`config.mk`:
```
export PLATFORM = sky130hd
export DESIGN_NAME = piarb_fid_dispatch_flat
export DESIGN_NICKNAME = d
export VERILOG_FILES = /design/src/rtl/piarb_fid_dispatch_if.sv /design/src/rtl/piarb_fid_dispatch.sv /design/src/flat_wrapper.sv
export SDC_FILE = /design/constraint.sdc
export NUM_CORES = 1
export LEC_CHECK = 0
export ABC_AREA = 1
export BUFFER_PORTS_ARGS = -buffer_cell sky130_fd_sc_hd__buf_2
export CORE_MARGIN = 3
export CORE_UTILIZATION = 53
export DETAILED_ROUTE_END_ITERATION = 10
export PLACE_DENSITY_LB_ADDON = 0.3
export SYNTH_ARGS = -nofsm -noshare
export SYNTH_HDL_FRONTEND = slang
export SYNTH_SLANG_ARGS = --single-unit
```
`constraint.sdc`:
```
create_clock -name clk -period 2.7 [get_ports clk]
set_clock_uncertainty 0.05 [all_clocks]
set_input_delay 0.405 -clock clk [delete_from_list [all_inputs] [get_ports clk]]
set_output_delay 0.405 -clock clk [all_outputs]
set_load 0.01 [all_outputs]
```
`src/rtl/piarb_fid_dispatch_if.sv`:
```
// Bus between the flow-ID dispatcher, the descriptor ingress FIFO, the piarb
// flow-ID table and the PU queues.
interface piarb_fid_dispatch_if #(
    parameter int ID_NBITS    = 2,
    parameter int QUEUE_DEPTH = 4,
    parameter int FID_NBITS   = 8
);
    // Descriptor handshake: a descriptor transfers on a rising clk edge where
    // desc_valid & desc_ready; the offerer must hold desc_valid/desc_fid stable until then.
    logic                        desc_valid;
    logic [FID_NBITS-1:0]        desc_fid;
    logic                        desc_ready;

    logic                        fid_lookup_req;
    logic [FID_NBITS-1:0]        fid_lookup_fid;
    logic                        fid_lookup_ack;
    logic [QUEUE_DEPTH-1:0][1:0] fid_lookup_fid_valid;
    logic [QUEUE_DEPTH-1:0][1:0] fid_lookup_fid_hit;
    logic [QUEUE_DEPTH-1:0]      pu_avail;

    logic                        wr_fid_req;
    logic [FID_NBITS-1:0]        wr_fid;
    logic [QUEUE_DEPTH-1:0]      wr_fid_sel_id;
    logic                        wr_fid_sel;

    logic                        enq_req;
    logic [ID_NBITS-1:0]         enq_qid;
    logic                        enq_fid_sel;

    modport master (
        input  desc_valid, desc_fid, fid_lookup_ack, fid_lookup_fid_valid,
               fid_lookup_fid_hit, pu_avail,
        output desc_ready, fid_lookup_req, fid_lookup_fid, wr_fid_req, wr_fid,
               wr_fid_sel_id, wr_fid_sel, enq_req, enq_qid, enq_fid_sel
    );

    modport slave (
        output desc_valid, desc_fid, fid_lookup_ack, fid_lookup_fid_valid,
               fid_lookup_fid_hit, pu_avail,
        input  desc_ready, fid_lookup_req, fid_lookup_fid, wr_fid_req, wr_fid,
               wr_fid_sel_id, wr_fid_sel, enq_req, enq_qid, enq_fid_sel
    );
endinterface

```
`src/rtl/piarb_fid_dispatch.sv`:
```
// Flow-ID dispatcher: looks each descriptor's FID up in the piarb table, keeps
// flow affinity on a hit, allocates a free slot round-robin on a miss, then enqueues.
module piarb_fid_dispatch #(
    parameter int ID_NBITS    = 2,
    parameter int QUEUE_DEPTH = 4,
    parameter int FID_NBITS   = 8
) (
    input  logic                clk,
    input  logic                rst,
    piarb_fid_dispatch_if.master bus,
    output logic [31:0]         dispatch_cnt_o,
    output logic [15:0]         stall_cnt_o,
    output logic                ack_err_o,
    output logic [2:0]          state_o,
    output logic [ID_NBITS-1:0] rr_ptr_o
);
    localparam logic [2:0] IDLE   = 3'd0;
    localparam logic [2:0] LOOKUP = 3'd1;
    localparam logic [2:0] WAIT   = 3'd2;
    localparam logic [2:0] ISSUE  = 3'd3;
    localparam logic [2:0] RETRY  = 3'd4;

    localparam logic [ID_NBITS-1:0] LAST_ID = ID_NBITS'(QUEUE_DEPTH - 1);
    localparam logic [ID_NBITS:0]   QD_W    = (ID_NBITS + 1)'(QUEUE_DEPTH);

    logic [2:0]           state_q, state_d;
    logic [FID_NBITS-1:0] fid_q, fid_d;
    logic [ID_NBITS-1:0]  qid_q, qid_d;
    logic                 sel_q, sel_d;
    logic                 miss_q, miss_d;
    logic [ID_NBITS-1:0]  rr_ptr_q, rr_ptr_d;
    logic [31:0]          dispatch_cnt_q, dispatch_cnt_d;
    logic [15:0]          stall_cnt_q, stall_cnt_d;
    logic                 ack_err_q, ack_err_d;

    logic                 hit_any;
    logic [ID_NBITS-1:0]  hit_qid;
    logic                 hit_sel;
    logic                 cand_found;
    logic [ID_NBITS-1:0]  cand_qid;
    logic                 cand_sel;
    logic [ID_NBITS:0]    scan_idx;
    logic [ID_NBITS-1:0]  scan_id;
    logic                 issue;

    // The table guarantees at most one hit, so the last match found is the only one.
    always_comb begin
        hit_any = 1'b0;
        hit_qid = '0;
        hit_sel = 1'b0;
        for (int i = 0; i < QUEUE_DEPTH; i++) begin
            for (int s = 0; s < 2; s++) begin
                if (bus.fid_lookup_fid_hit[i][s]) begin
                    hit_any = 1'b1;
                    hit_qid = ID_NBITS'(i);
                    hit_sel = s[0];
                end
            end
        end
    end

    // Round-robin scan starting at rr_ptr; a PU qualifies if it can take an
    // entry and still has a free FID slot. Lowest free slot wins.
    always_comb begin
        cand_found = 1'b0;
        cand_qid   = '0;
        cand_sel   = 1'b0;
        scan_idx   = '0;
        scan_id    = '0;
        for (int k = 0; k < QUEUE_DEPTH; k++) begin
            scan_idx = {1'b0, rr_ptr_q} + (ID_NBITS + 1)'(k);
            if (scan_idx >= QD_W) begin
                scan_idx = scan_idx - QD_W;
            end
            scan_id = scan_idx[ID_NBITS-1:0];
            if (!cand_found && bus.pu_avail[scan_id] &&
                !(&bus.fid_lookup_fid_valid[scan_id])) begin
                cand_found = 1'b1;
                cand_qid   = scan_id;
                cand_sel   = bus.fid_lookup_fid_valid[scan_id][0];
            end
        end
    end

    always_comb begin
        state_d        = state_q;
        fid_d          = fid_q;
        qid_d          = qid_q;
        sel_d          = sel_q;
        miss_d         = miss_q;
        rr_ptr_d       = rr_ptr_q;
        dispatch_cnt_d = dispatch_cnt_q;
        stall_cnt_d    = stall_cnt_q;
        ack_err_d      = ack_err_q;
        case (state_q)
            IDLE: begin
                if (bus.desc_valid) begin
                    fid_d   = bus.desc_fid;
                    state_d = LOOKUP;
                end
            end
            LOOKUP: state_d = WAIT;
            WAIT: begin
                if (!bus.fid_lookup_ack) begin
                    ack_err_d = 1'b1;
                    state_d   = RETRY;
                end else if (hit_any) begin
                    qid_d   = hit_qid;
                    sel_d   = hit_sel;
                    miss_d  = 1'b0;
                    state_d = bus.pu_avail[hit_qid] ? ISSUE : RETRY;
                end else if (cand_found) begin
                    qid_d   = cand_qid;
                    sel_d   = cand_sel;
                    miss_d  = 1'b1;
                    state_d = ISSUE;
                end else begin
                    state_d = RETRY;
                end
            end
            ISSUE: begin
                dispatch_cnt_d = dispatch_cnt_q + 32'd1;
                if (miss_q) begin
                    rr_ptr_d = (qid_q == LAST_ID) ? '0 : qid_q + 1'b1;
                end
                // Returning through IDLE gives the table one cycle to update its counts.
                state_d = IDLE;
            end
            RETRY: begin
                if (stall_cnt_q != 16'hFFFF) begin
                    stall_cnt_d = stall_cnt_q + 16'd1;
                end
                state_d = LOOKUP;
            end
            default: state_d = IDLE;
        endcase
    end

    always_ff @(posedge clk or posedge rst) begin
        if (rst) begin
            state_q        <= IDLE;
            fid_q          <= '0;
            qid_q          <= '0;
            sel_q          <= 1'b0;
            miss_q         <= 1'b0;
            rr_ptr_q       <= '0;
            dispatch_cnt_q <= '0;
            stall_cnt_q    <= '0;
            ack_err_q      <= 1'b0;
        end else begin
            state_q        <= state_d;
            fid_q          <= fid_d;
            qid_q          <= qid_d;
            sel_q          <= sel_d;
            miss_q         <= miss_d;
            rr_ptr_q       <= rr_ptr_d;
            dispatch_cnt_q <= dispatch_cnt_d;
            stall_cnt_q    <= stall_cnt_d;
            ack_err_q      <= ack_err_d;
        end
    end

    assign issue = (state_q == ISSUE);

    // desc_ready is masked by reset so every output reads 0 while reset is held.
    assign bus.desc_ready     = (state_q == IDLE) & ~rst;
    assign bus.fid_lookup_req = (state_q == LOOKUP);
    assign bus.fid_lookup_fid = (state_q == IDLE) ? '0 : fid_q;
    assign bus.wr_fid_req     = issue & miss_q;
    assign bus.wr_fid         = bus.fid_lookup_fid;
    assign bus.wr_fid_sel_id  = (issue & miss_q) ? QUEUE_DEPTH'(qid_q) : '0;
    assign bus.wr_fid_sel     = issue & miss_q & sel_q;
    assign bus.enq_req        = issue;
    assign bus.enq_qid        = issue ? qid_q : '0;
    assign bus.enq_fid_sel    = issue & sel_q;

    assign dispatch_cnt_o = dispatch_cnt_q;
    assign stall_cnt_o    = stall_cnt_q;
    assign ack_err_o      = ack_err_q;
    assign state_o        = state_q;
    assign rr_ptr_o       = rr_ptr_q;
endmodule
```
`src/flat_wrapper.sv`:
```
// flat-port wrapper written by rule: the top's interface ports become plain ports
module piarb_fid_dispatch_flat 
#(
    parameter int ID_NBITS    = 2,
    parameter int QUEUE_DEPTH = 4,
    parameter int FID_NBITS   = 8
)
  (clk, rst, dispatch_cnt_o, stall_cnt_o, ack_err_o, state_o, rr_ptr_o, bus_desc_valid, bus_desc_fid, bus_fid_lookup_ack, bus_fid_lookup_fid_valid, bus_fid_lookup_fid_hit, bus_pu_avail, bus_desc_ready, bus_fid_lookup_req, bus_fid_lookup_fid, bus_wr_fid_req, bus_wr_fid, bus_wr_fid_sel_id, bus_wr_fid_sel, bus_enq_req, bus_enq_qid, bus_enq_fid_sel);
  piarb_fid_dispatch_if #(.ID_NBITS(ID_NBITS), .QUEUE_DEPTH(QUEUE_DEPTH), .FID_NBITS(FID_NBITS)) bus_i ();
  input  logic clk;
  input  logic rst;
  output logic [31:0] dispatch_cnt_o;
  output logic [15:0] stall_cnt_o;
  output logic ack_err_o;
  output logic [2:0] state_o;
  output logic [ID_NBITS-1:0] rr_ptr_o;
  input wire logic [$bits(bus_i.desc_valid)-1:0] bus_desc_valid;
  input wire logic [$bits(bus_i.desc_fid)-1:0] bus_desc_fid;
  input wire logic [$bits(bus_i.fid_lookup_ack)-1:0] bus_fid_lookup_ack;
  input wire logic [$bits(bus_i.fid_lookup_fid_valid)-1:0] bus_fid_lookup_fid_valid;
  input wire logic [$bits(bus_i.fid_lookup_fid_hit)-1:0] bus_fid_lookup_fid_hit;
  input wire logic [$bits(bus_i.pu_avail)-1:0] bus_pu_avail;
  output wire logic [$bits(bus_i.desc_ready)-1:0] bus_desc_ready;
  output wire logic [$bits(bus_i.fid_lookup_req)-1:0] bus_fid_lookup_req;
  output wire logic [$bits(bus_i.fid_lookup_fid)-1:0] bus_fid_lookup_fid;
  output wire logic [$bits(bus_i.wr_fid_req)-1:0] bus_wr_fid_req;
  output wire logic [$bits(bus_i.wr_fid)-1:0] bus_wr_fid;
  output wire logic [$bits(bus_i.wr_fid_sel_id)-1:0] bus_wr_fid_sel_id;
  output wire logic [$bits(bus_i.wr_fid_sel)-1:0] bus_wr_fid_sel;
  output wire logic [$bits(bus_i.enq_req)-1:0] bus_enq_req;
  output wire logic [$bits(bus_i.enq_qid)-1:0] bus_enq_qid;
  output wire logic [$bits(bus_i.enq_fid_sel)-1:0] bus_enq_fid_sel;
  assign bus_i.desc_valid = bus_desc_valid;
  assign bus_i.desc_fid = bus_desc_fid;
  assign bus_i.fid_lookup_ack = bus_fid_lookup_ack;
  assign bus_i.fid_lookup_fid_valid = bus_fid_lookup_fid_valid;
  assign bus_i.fid_lookup_fid_hit = bus_fid_lookup_fid_hit;
  assign bus_i.pu_avail = bus_pu_avail;
  assign bus_desc_ready = bus_i.desc_ready;
  assign bus_fid_lookup_req = bus_i.fid_lookup_req;
  assign bus_fid_lookup_fid = bus_i.fid_lookup_fid;
  assign bus_wr_fid_req = bus_i.wr_fid_req;
  assign bus_wr_fid = bus_i.wr_fid;
  assign bus_wr_fid_sel_id = bus_i.wr_fid_sel_id;
  assign bus_wr_fid_sel = bus_i.wr_fid_sel;
  assign bus_enq_req = bus_i.enq_req;
  assign bus_enq_qid = bus_i.enq_qid;
  assign bus_enq_fid_sel = bus_i.enq_fid_sel;
  piarb_fid_dispatch #(.ID_NBITS(ID_NBITS), .QUEUE_DEPTH(QUEUE_DEPTH), .FID_NBITS(FID_NBITS)) u_core (.clk(clk), .rst(rst), .bus(bus_i), .dispatch_cnt_o(dispatch_cnt_o), .stall_cnt_o(stall_cnt_o), .ack_err_o(ack_err_o), .state_o(state_o), .rr_ptr_o(rr_ptr_o));
endmodule
```
## After elaboration in Yosys (flattened, before gate mapping)

Cells that the tools add are included.

- Bits of input ports: 32
- Register bits after elaboration: 66
- Output and inout bits: 82
- Logic and storage cells: 137

- Muxes and demuxes: 71
- Add/sub/neg operators: 10
- Eq/ne operators: 7
- Bitwise operators: 6
- Reductions and logical operators: 25
- $lt $le $gt $ge: 9

Operator list:

| cell | count |
|---|---|
| 2-to-1 mux 2 bit | 21 |
| 2-to-1 mux 1 bit | 34 |
| adder 32 x 1 -> 32 bit, second input constant | 1 |
| adder 16 x 1 -> 16 bit, second input constant | 1 |
| binary-select mux 2 bit (select 2 bit) | 4 |
| inequality test 16 bit, second input constant | 1 |
| AND reduction 2 bit | 8 |
| < comparator 2 x 3 -> 1 bit, second input constant | 5 |
| 2-to-1 mux 3 bit | 5 |
| case mux 3 bit (4 select lines) | 1 |
| binary-select mux 1 bit (select 2 bit) | 5 |
| greater-or-equal comparator 3 bit, second input constant | 3 |
| 2-to-1 mux 8 bit | 1 |
| subtractor 2 x 1 -> 2 bit, second input constant | 4 |
| logical AND 1 bit | 7 |
| logical NOT 1 bit | 7 |
| adder 2 x 2 -> 3 bit, second input constant | 2 |
| equality test 3 x 2 -> 1 bit, second input constant | 2 |
| AND 1 bit | 4 |
| adder 2 x 1 -> 3 bit, second input constant | 1 |
| equality test 3 x 1 -> 1 bit, second input constant | 1 |
| equality test 3 bit, second input constant | 1 |
| greater-or-equal comparator 2 x 3 -> 1 bit, second input constant | 1 |
| logical NOT 3 bit | 1 |
| other kinds (6) | 7 |

## Logic depth before layout (Yosys ltp)

Gate-level depths: netlist (run 1).

- Word-level depth: 24
- Mapped depth: 17
- Gate-level depth less buffers: 15

## Worst setup path before layout (run 1)

OpenSTA, ideal clock, no wires.

- Kind: register -> register
- Start: register u_core.dispatch_cnt_q[0], in the netlist u_core.dispatch_cnt_o[0]
- End: register u_core.dispatch_cnt_q[24], in the netlist u_core.dispatch_cnt_o[24]
- Required time: 2.531 ns
- Cell stages (with the launch flop): 13
- Data arrival time: 1.706 ns
- Path buffers: 0
- Clock period less this slack: 1.875 ns
- Library setup time: 0.119 ns
- Path slack: 0.825 ns
- Cell sequence: dfrtp_1 -> ha_1 -> inv_1 -> nor2_4 -> nand2_4 -> nor2_4 -> nand2_2 -> nor2_4 -> nand3_4 -> nor3_4 -> nand2_2 -> o21ai_2 -> nand2_1

- Longest elaborated chain between the ends: 1

Ends and longest elaborated chain:

| item | RTL line | source |
|---|---|---|
| from (decl) | piarb_fid_dispatch.sv:32 | `logic [31:0] dispatch_cnt_q, dispatch_cnt_d;` |
| from (signal assigned) | piarb_fid_dispatch.sv:157 | `dispatch_cnt_q <= dispatch_cnt_d;` |
| adder 32 x 1 -> 32 bit | piarb_fid_dispatch.sv:122 | `dispatch_cnt_d = dispatch_cnt_q + 32'd1;` |

Every way passes these cells.
A chain may end at the register's enable or synchronous reset.

## Final worst setup path (run 1)

- Start: register u_core.state_q[0], in the netlist u_core.state_o[0]
- End: output bus_desc_ready

- Longest elaborated chain between the ends: 2

Ends and longest elaborated chain:

| item | RTL line | source |
|---|---|---|
| from (decl) | piarb_fid_dispatch.sv:26 | `logic [2:0] state_q, state_d;` |
| from (signal assigned) | piarb_fid_dispatch.sv:151 | `state_q <= state_d;` |
| logical NOT 3 bit | piarb_fid_dispatch.sv:166 | `assign bus.desc_ready = (state_q == IDLE) & ~rst;` |
| AND 1 bit | piarb_fid_dispatch.sv:166 |  |
| to (decl) | flat_wrapper.sv:23 | `output wire logic [$bits(bus_i.desc_ready)-1:0] bus_desc_ready;` |

Every way passes these cells.

==> results of run 1 <==
==> cells by family after synthesis <==
group | share of synthesized area, %
XOR/XNOR | 9.208
adder cells (fa/ha/maj) | 0.9178
other | 0.09168
flip-flops | 40.38
AND/OR/NAND/NOR | 35.91
AO/OA/AOI/OAI | 3.763
buffers and inverters | 9.728
==> state kept, by name, summed over array words and instances, names as in the netlist <==
name                   flops
u_core.ack_err_o           1
u_core.rr_ptr_o            2
u_core.dispatch_cnt_o     32
u_core.sel_q               1
u_core.qid_q               2
u_core.miss_q              1
u_core.fid_q               8
u_core.state_o             3
u_core.stall_cnt_o        16
==> cell usage in the layout (no fill, tap or decap), types with 7 or more instances in the layout <==
cell	synthesis	final
nor2_1	65	65
dfrtp_1	66	66
inv_2	6	7
a21oi_1	14	14
nand4_1	13	13
nand2_1	145	145
nor3_1	10	10
clkbuf_8	0	9
nand2_2	11	11
inv_1	62	61
xnor2_1	17	17
nand3_1	25	25
buf_2	0	111
xor2_1	26	26
==> critical path: cells and delay by family (launching register included) <==
family,cells,cell delay [ns]
DFF,1,0.42
and+or+nand+nor,3,0.66
buffers and inverters,3,0.37
==> cells in the mapped netlist, types with 2 or more instances <==
library cell  number
nor2_2             2
nor3_4             2
xor2_1            26
inv_2              6
nand3_4            4
o21bai_1           2
nand2_2           11
nand2_1          145
ha_1               3
buf_6              3
nor3_1            10
nor2_1            65
buf_4             12
nand3_1           25
nand2_4            4
xnor2_1           17
o21ai_0            3
a21oi_2            2
inv_1             62
a21oi_1           14
nor2_4             4
nand3b_1           3
nor2_8             4
dfrtp_1           66
nand4_1           13
nor4_1             6
==> metal layers <==
metal  GRT usage (%)  vias to the layer above  wire [um]
li1                -                     1849          -
met1           28.83                     1674       4153
met2           36.84                       94       4449
met3           5.449                        8        536
met4           6.017                        0         92
met5               0                        -          0
==> worst max-delay path by stage <==
stage                             from              endpoint  slack, ns
floorplan                          rst      u_core.ack_err_o       0.59
global placement    u_core.rr_ptr_o[0]     u_core.state_o[0]       0.65
detailed placement  u_core.rr_ptr_o[0]     u_core.state_o[1]       0.58
CTS                  u_core.state_o[0]        bus_desc_ready       0.47
global route         u_core.state_o[2]  bus_wr_fid_sel_id[1]       0.28
finish               u_core.state_o[0]        bus_desc_ready       0.48
==> per-stage QoR <==
stage	hold slack (ns)	worst slack (ns)	instances
finish	0.05832	0.4808	738
global route	0.07157	0.2805	738
CTS	0.04974	0.4743	738
detailed placement	0.4152	0.5816	722
global placement	0.4072	0.6543	722
floorplan	0.3988	0.5902	525
==> area by class of cell <==
class / count / area share [%]
inverter: 70 / 5.526
clock inverter: 5 / 1.612
sequential: 66 / 33.77
clock buffer: 11 / 2.686
timing repair buffer: 114 / 12.07
tap: 99 / 2.533
multi-input combinational: 373 / 41.80
==> power by group <==
group / internal, mW / switching [mW] / leakage [nW]
clock network: 0.519 / 0.356 / 0.107
logic: 0.421 / 0.702 / 1.89
registers: 1.14 / 0.148 / 0.871
total: 2.08 / 1.21 / 2.87
==> metrics.txt, run 1 <==
antenna viol nets, final 0; vias 3,625; RSZ-0062 raised after global routing false; Final Hold Fails 0; CTS tree yes; Row Count 31; max-capacitance violation count 0; area of the multi-input gates 2044 um2; Async S/R FF share, synth 100.0%; Num Clock Sinks 66; # DRC 0; Post-DP Area 4681 um2; clk buf depth 2; Synth Flop Type dfrtp_1; Fmax 450.6 MHz; final period utilization 82.19%; Max stage delay on crit path 0.42 ns; CTS Hold Bufs 0; worst skew pair latency 0.33 ns; # IOs 114; vias per cell 4.912; Area Growth Syn to Fin 19.58%; Antenna diodes 0; proportion of netlist area held by the largest area contributor 40.38%; WP data required 2.25 ns; final core utilization 66.37%; synthesis-stage register bit count 66; Final Power 3.289 mW; largest net degree at the start of global routing 47; Slew @ Worst Pin 0.5825 ns; drt initial violations 114; status complete, no violations; die area 8808 um2; CP Max Fanout 10; nets 669; Num CTS Buffers 9; slew margin rel. 61.17%; setup violators final 0; VDD IR max 0.0004655 V; final instance area 4891 um2; Reg clk slew, reported paths 0.07 ns; Starting Density 55.50%; total setup buffers inserted after CTS 0; worst r2r dst u_core.state_o[0]; pwr dens 672.5 nW/um2; Yosys cell types 36; FF-to-FF path depth 13; initial antenna violation count 0; Final Slew Violations 0; synthesized area 4090 um2; Post-Synthesis Cells 524; EDFF count, synth 0; register area share after synthesis 40.38%; Worst R2R Setup Slack 0.52 ns; min Tclk post-route 2.219 ns; WP data arrival 1.76 ns; Placer Congestion 0.8946; placed wire-length estimate 7.451 mm; Setup crit end kind output port; Setup CP Type register to output port; post-CTS sizing 0; syn avg cell area 7.806 um2; LEAKAGE 2.870 nW; reg-to-reg critical path startpoint u_core.rr_ptr_o[0]; wire per inst 12.51 um; Buffers on Ports 111; vias in the first global route 3,481; clk root buf clkbuf_8; GRT Total Usage 22.17%; setup_tns 0 ns; register area 1652 um2; first-pass GRT wire length 15.66 mm; Overflow after GRT 0; # fillers 673; layout cells sized above 1 26.92%; Die X 93.85 um; Startpoint Class register; Die Y 93.85 um; CP max-delay cell dfrtp_1; aggregate routed wire length 9.232 mm; Synth area leader dfrtp_1; top post-synthesis cells by area dfrtp_1, nand2_1, nor2_1; drt pass-1 iters 4; H-tree depth 3; crit-path cells nor2_1 > inv_1 > nor2_2 > inv_1 > nor2_1 > buf_2; Hold Crit Class input pin to asynchronous set/reset pin; core box area 7370 um2; Ys Warns 0
Power figures use the tool's default switching activity.
==> run 2, diff against run 1 <==
ABC_AREA = 0   (was 1)
CORE_UTILIZATION = 52   (was 53)
clock period = 2.13 ns   (was 2.7 ns; I/O delays follow)
==> metrics.txt, run 2 <==
status complete, but fails checks; failing checks setup timing; placed wire-length estimate 6.729 mm; largest net degree at the start of global routing 41; Setup CP Type register to register; Ys Warns 0; Row Count 30; max-capacitance violation count 0; Synth area leader dfrtp_1; Max stage delay on crit path 0.45 ns; Async S/R FF share, synth 100.0%; vias per cell 5.311; Buffers on Ports 111; Worst R2R Setup Slack -0.20 ns; Final Power 4.220 mW; Num CTS Buffers 9; reg-to-reg critical path startpoint u_core.rr_ptr_o[1]; vias 3,309; clk root buf clkbuf_8; commonest non-fill, non-tap cell in the layout buf_2; worst r2r dst u_core.miss_q; register area share after synthesis 44.85%; Placer Congestion 0.8613; Die Y 90.15 um; Area Growth Syn to Fin 36.05%; min setup slack post-route -0.2032 ns; WP data required 2.30 ns; top post-synthesis cells by count dfrtp_1, nand2_1, xnor2_1; initial antenna violation count 0; H-tree depth 3; Startpoint Class register; vias in the first global route 3,165; synthesis-stage register bit count 66; first-pass GRT wire length 15.17 mm; antenna viol nets, final 0; top post-synthesis cells by area dfrtp_1, xnor2_1, nand2_1; Num Clock Sinks 66; VDD IR max 0.0007826 V; number of flip-flops under the largest register name 32; final core utilization 73.33%; drt pass-1 iters 4; layout cells sized above 1 43.45%; nets 557; FF-to-FF path depth 8; pwr dens 842.3 nW/um2; Post-Synthesis Cells 366; Fmax 428.6 MHz; core box area 6832 um2; Yosys cell types 61; CTS tree yes; CP Max Fanout 4; # DRC 0; CP max-delay cell dfrtp_2; Hold Crit Class input pin to asynchronous set/reset pin; die area 8127 um2; clk buf depth 2; Starting Density 53.90%; slew margin rel. 58.44%; aggregate routed wire length 9.354 mm; min Tclk post-route 2.333 ns; Final Slew Violations 0; Slew @ Worst Pin 0.6225 ns; WP data arrival 2.51 ns; # IOs 114; CTS Hold Bufs 0; most used cell, CP mux2_4; synthesized area 3682 um2; Final Hold Fails 0; Overflow after GRT 0; LEAKAGE 2.499 nW; syn avg cell area 10.06 um2; worst skew pair latency 0.34 ns; most frequent cells in the layout buf_2, dfrtp_1, buf_4; crit-path cells buf_6 > mux2_4 > and3_4 > o32ai_4 > nor3_4 > a311oi_4 > buf_4 > mux2_4; drt initial violations 127; wire per inst 15.01 um; proportion of netlist area held by the largest area contributor 44.85%; setup violators final 7; RSZ-0062 raised after global routing true; GRT Total Usage 22.73%; top-count cell post-synth dfrtp_1; Setup crit end kind register; Reg clk slew, reported paths 0.08 ns; EDFF count, synth 0; Synth Flop Type dfrtp_1; Antenna diodes 0; Die X 90.15 um; final period utilization 109.5%
[run 2: cell type report]
| class | instances | area [um2] |
|---|---|---|
| repair buffers | 165 | 982.2 |
| flip-flops and latches | 66 | 1655 |
| fillers | 548 | 1822 |
| inverters | 8 | 30.03 |
| multi-input cells | 272 | 1996 |
| well taps | 96 | 120.1 |
| clock buffers | 9 | 123.9 |
| clock inverters | 7 | 102.6 |
[run 2: what timing repair did]
action,CTS,global route
pin swaps,8,8
cloned,0,0
buffers inserted,7,3
gates resized for setup,13,16
endpoints found under the setup margin,10,10
[run 2: kinds of logic (layout without fill, tap and decap cells)]
group | Yosys count | after routing | synth area share [%]
buf+inv | 29 | 189 | 4.451
compound gates | 43 | 43 | 9.175
flops | 66 | 66 | 44.85
fa+ha+maj | 3 | 3 | 1.019
simple gates | 159 | 159 | 23.31
xor+xnor | 46 | 46 | 10.94
mux | 19 | 19 | 6.150
other cells | 1 | 2 | 0.1018
[run 2: critical path, delay by kind of cell (launching register included)]
family          cells  cell delay [ns]
compound gates      2             0.56
buf+inv             2             0.29
flops               1             0.45
mux                 2             0.59
simple gates        2             0.28
[run 2: worst max-delay path by stage]
stage,start,end,depth (start not counted)
floorplan,u_core.rr_ptr_o[0],u_core.miss_q,6
global placement,bus_pu_avail[1],u_core.sel_q,9
detailed placement,bus_pu_avail[1],u_core.sel_q,9
CTS,u_core.rr_ptr_o[1],u_core.qid_q[1],9
global route,u_core.rr_ptr_o[1],u_core.miss_q,8
finish,u_core.rr_ptr_o[1],u_core.miss_q,8
[run 2: through the flow]
stage | hold WS (ns) | instances | area [um2] | worst slack, ns | setup TNS [ns]
after CTS | 0.01497 | 620 | 4932 | -0.1746 | -0.8547
final | 0.01324 | 623 | 5010 | -0.2032 | -0.9289
after global placement | 0.3829 | 597 | 4581 | -0.2062 | -1.099
after detailed placement | 0.3887 | 597 | 4581 | -0.3053 | -1.549
after floorplan | 0.3672 | 367 | 3702 | -0.2962 | -1.293
after global routing | 0.02857 | 623 | 5010 | -0.2618 | -1.499
[run 2: layer usage]
metal | up-vias | GRT usage (%) | share of wire (%)
li1 | 1590 | - | -
met1 | 1606 | 29.56 | 43
met2 | 106 | 38.15 | 51
met3 | 7 | 5.021 | 5.8
met4 | 0 | 6.633 | 0.57
met5 | - | 0 | 0
[run 2: power by group]
group          internal (mW)  total [mW]  switching [mW]
Combinational          0.679        1.40           0.722
Clock                  0.671        1.20           0.530
Sequential              1.45        1.62           0.170
==> run 3, diff against run 2 <==
clock period = 2.59 ns   (was 2.13 ns; I/O delays follow)
==> metrics.txt, run 3 (synthesis results as in run 2) <==
Setup crit start u_core.rr_ptr_o[1]; final period utilization 93.51%; reg-to-reg critical path startpoint u_core.rr_ptr_o[1]; worst hold slack 0.1197 ns; status complete, no violations; Antenna diodes 0; min Tclk post-route 2.422 ns; max-capacitance violation count 0; layout cells sized above 1 35.64%; Final Hold Fails 0; vias per cell 5.388; Row Count 30; slew margin rel. 52.33%; Fmax 412.9 MHz; min setup slack post-route 0.1680 ns; Setup CP Type register to register; Area Growth Syn to Fin 25.11%; # DRC 0; Slew @ Worst Pin 0.7140 ns; RSZ-0062 raised after global routing false; setup violators final 0; setup_tns 0 ns; commonest non-fill, non-tap cell in the layout buf_2; CP Max Fanout 8; WP data required 2.80 ns; placed wire-length estimate 6.693 mm; Overflow after GRT 0; worst skew pair latency 0.33 ns; P_int 2.227 mW; Combinational Power Share 31.1%; first-pass GRT wire length 14.81 mm; Sw Ratio 32.92%; antenna viol nets, final 0; clk buf depth 2; Clock Power Share 28.5%; vias in the first global route 3,108; Die Y 90.15 um; worst r2r dst u_core.state_o[1]; Final Slew Violations 0; clk root buf clkbuf_8; Num CTS Buffers 9; Worst R2R Setup Slack 0.17 ns; FF-to-FF path depth 9; Die X 90.15 um; die area 8127 um2; Startpoint Class register; largest net degree at the start of global routing 35; vias 3,163; drt initial violations 79; Num Clock Sinks 66; wire per inst 14.79 um; Placer Congestion 0.9119; CTS tree yes; number of flip-flops under the largest register name 32; share of total power in sequential cells 40.4%; most frequent cells in the layout buf_2, dfrtp_1, nand2_1, xnor2_1, nor2_1; core box area 6832 um2; aggregate routed wire length 8.684 mm; Buffers on Ports 111; Final Power 3.320 mW; Setup crit end kind register; drt pass-1 iters 4; VDD IR max 0.0004140 V; GRT Total Usage 22.18%; dpl ws 0.1016 ns; H-tree depth 3; Switch Pwr 1.093 mW; Hold Crit Class input pin to asynchronous set/reset pin; initial antenna violation count 0; WP data arrival 2.63 ns; Starting Density 53.90%; LEAKAGE 2.305 nW; nets 521; # IOs 114; pwr dens 720.7 nW/um2; Reg clk slew, reported paths 0.08 ns
==> run 3: final cells by class <==
| class | count | area, um2 |
|---|---|---|
| fillers | 585 | 2225 |
| multi-input cells | 272 | 1871 |
| flip-flops and latches | 66 | 1653 |
| repair buffers | 129 | 715.7 |
| clock buffers | 10 | 127.6 |
| well taps | 96 | 120.1 |
| clock inverters | 6 | 90.09 |
| inverters | 8 | 30.03 |
==> run 3: per-stage QoR <==
stage          util (%)  std cells  cell area [um2]
3_3_place_gp      64.12        570             4380
4_1_cts           67.31        586             4598
3_5_place_dp      64.12        570             4380
5_1_grt           67.44        587             4607
6_report          67.44        587             4607
2_1_floorplan         -        367             3686
==> run 3: worst max-delay path by stage <==
| stage | cells after the start | slack (ns) | endpoint |
|---|---|---|---|
| 2_1_floorplan | 6 | 0.06 | u_core.miss_q |
| 3_3_place_gp | 8 | 0.14 | u_core.qid_q[0] |
| 3_5_place_dp | 9 | 0.10 | u_core.qid_q[0] |
| 4_1_cts | 10 | 0.12 | u_core.qid_q[0] |
| 5_1_grt | 9 | 0.02 | u_core.qid_q[1] |
| 6_report | 9 | 0.17 | u_core.state_o[1] |
==> run 3: critical path: stages (launching register included) <==
cell      delay (ns)
dfrtp_2         0.46
buf_4           0.18
buf_4           0.14
nand3b_1        0.15
o21a_1          0.13
o32ai_2         0.35
nor3_2          0.12
a311oi_1        0.46
nand3b_1        0.14
a21oi_1         0.17
==> run 3: power groups by stage <==
stage | sequential, mW | combinational (mW) | clock (mW)
floorplan | 1.35 | 0.703 | 0
CTS | 1.34 | 1.04 | 0.973
finish | 1.34 | 1.03 | 0.947
detailed placement | 1.36 | 1.04 | 0
global placement | 1.35 | 1.01 | 0
global route | 1.37 | 1.15 | 1.02
==> run 3: what timing repair did <==
action | in CTS | in global routing
hold buffers | 0 | 0
setup buffers | 0 | 1
endpoints found under the setup margin | 0 | 2
resized for setup | 0 | 1
==> run 3: per-layer routing <==
layer	vias up	part of all wire [%]	routed length, um	global-route usage, %
met5	-	0	0	0
met4	0	1.2	100	5.867
met3	7	5.9	516	6.192
met2	100	50	4383	37.59
met1	1535	42	3683	27.94
li1	1521	-	-	-
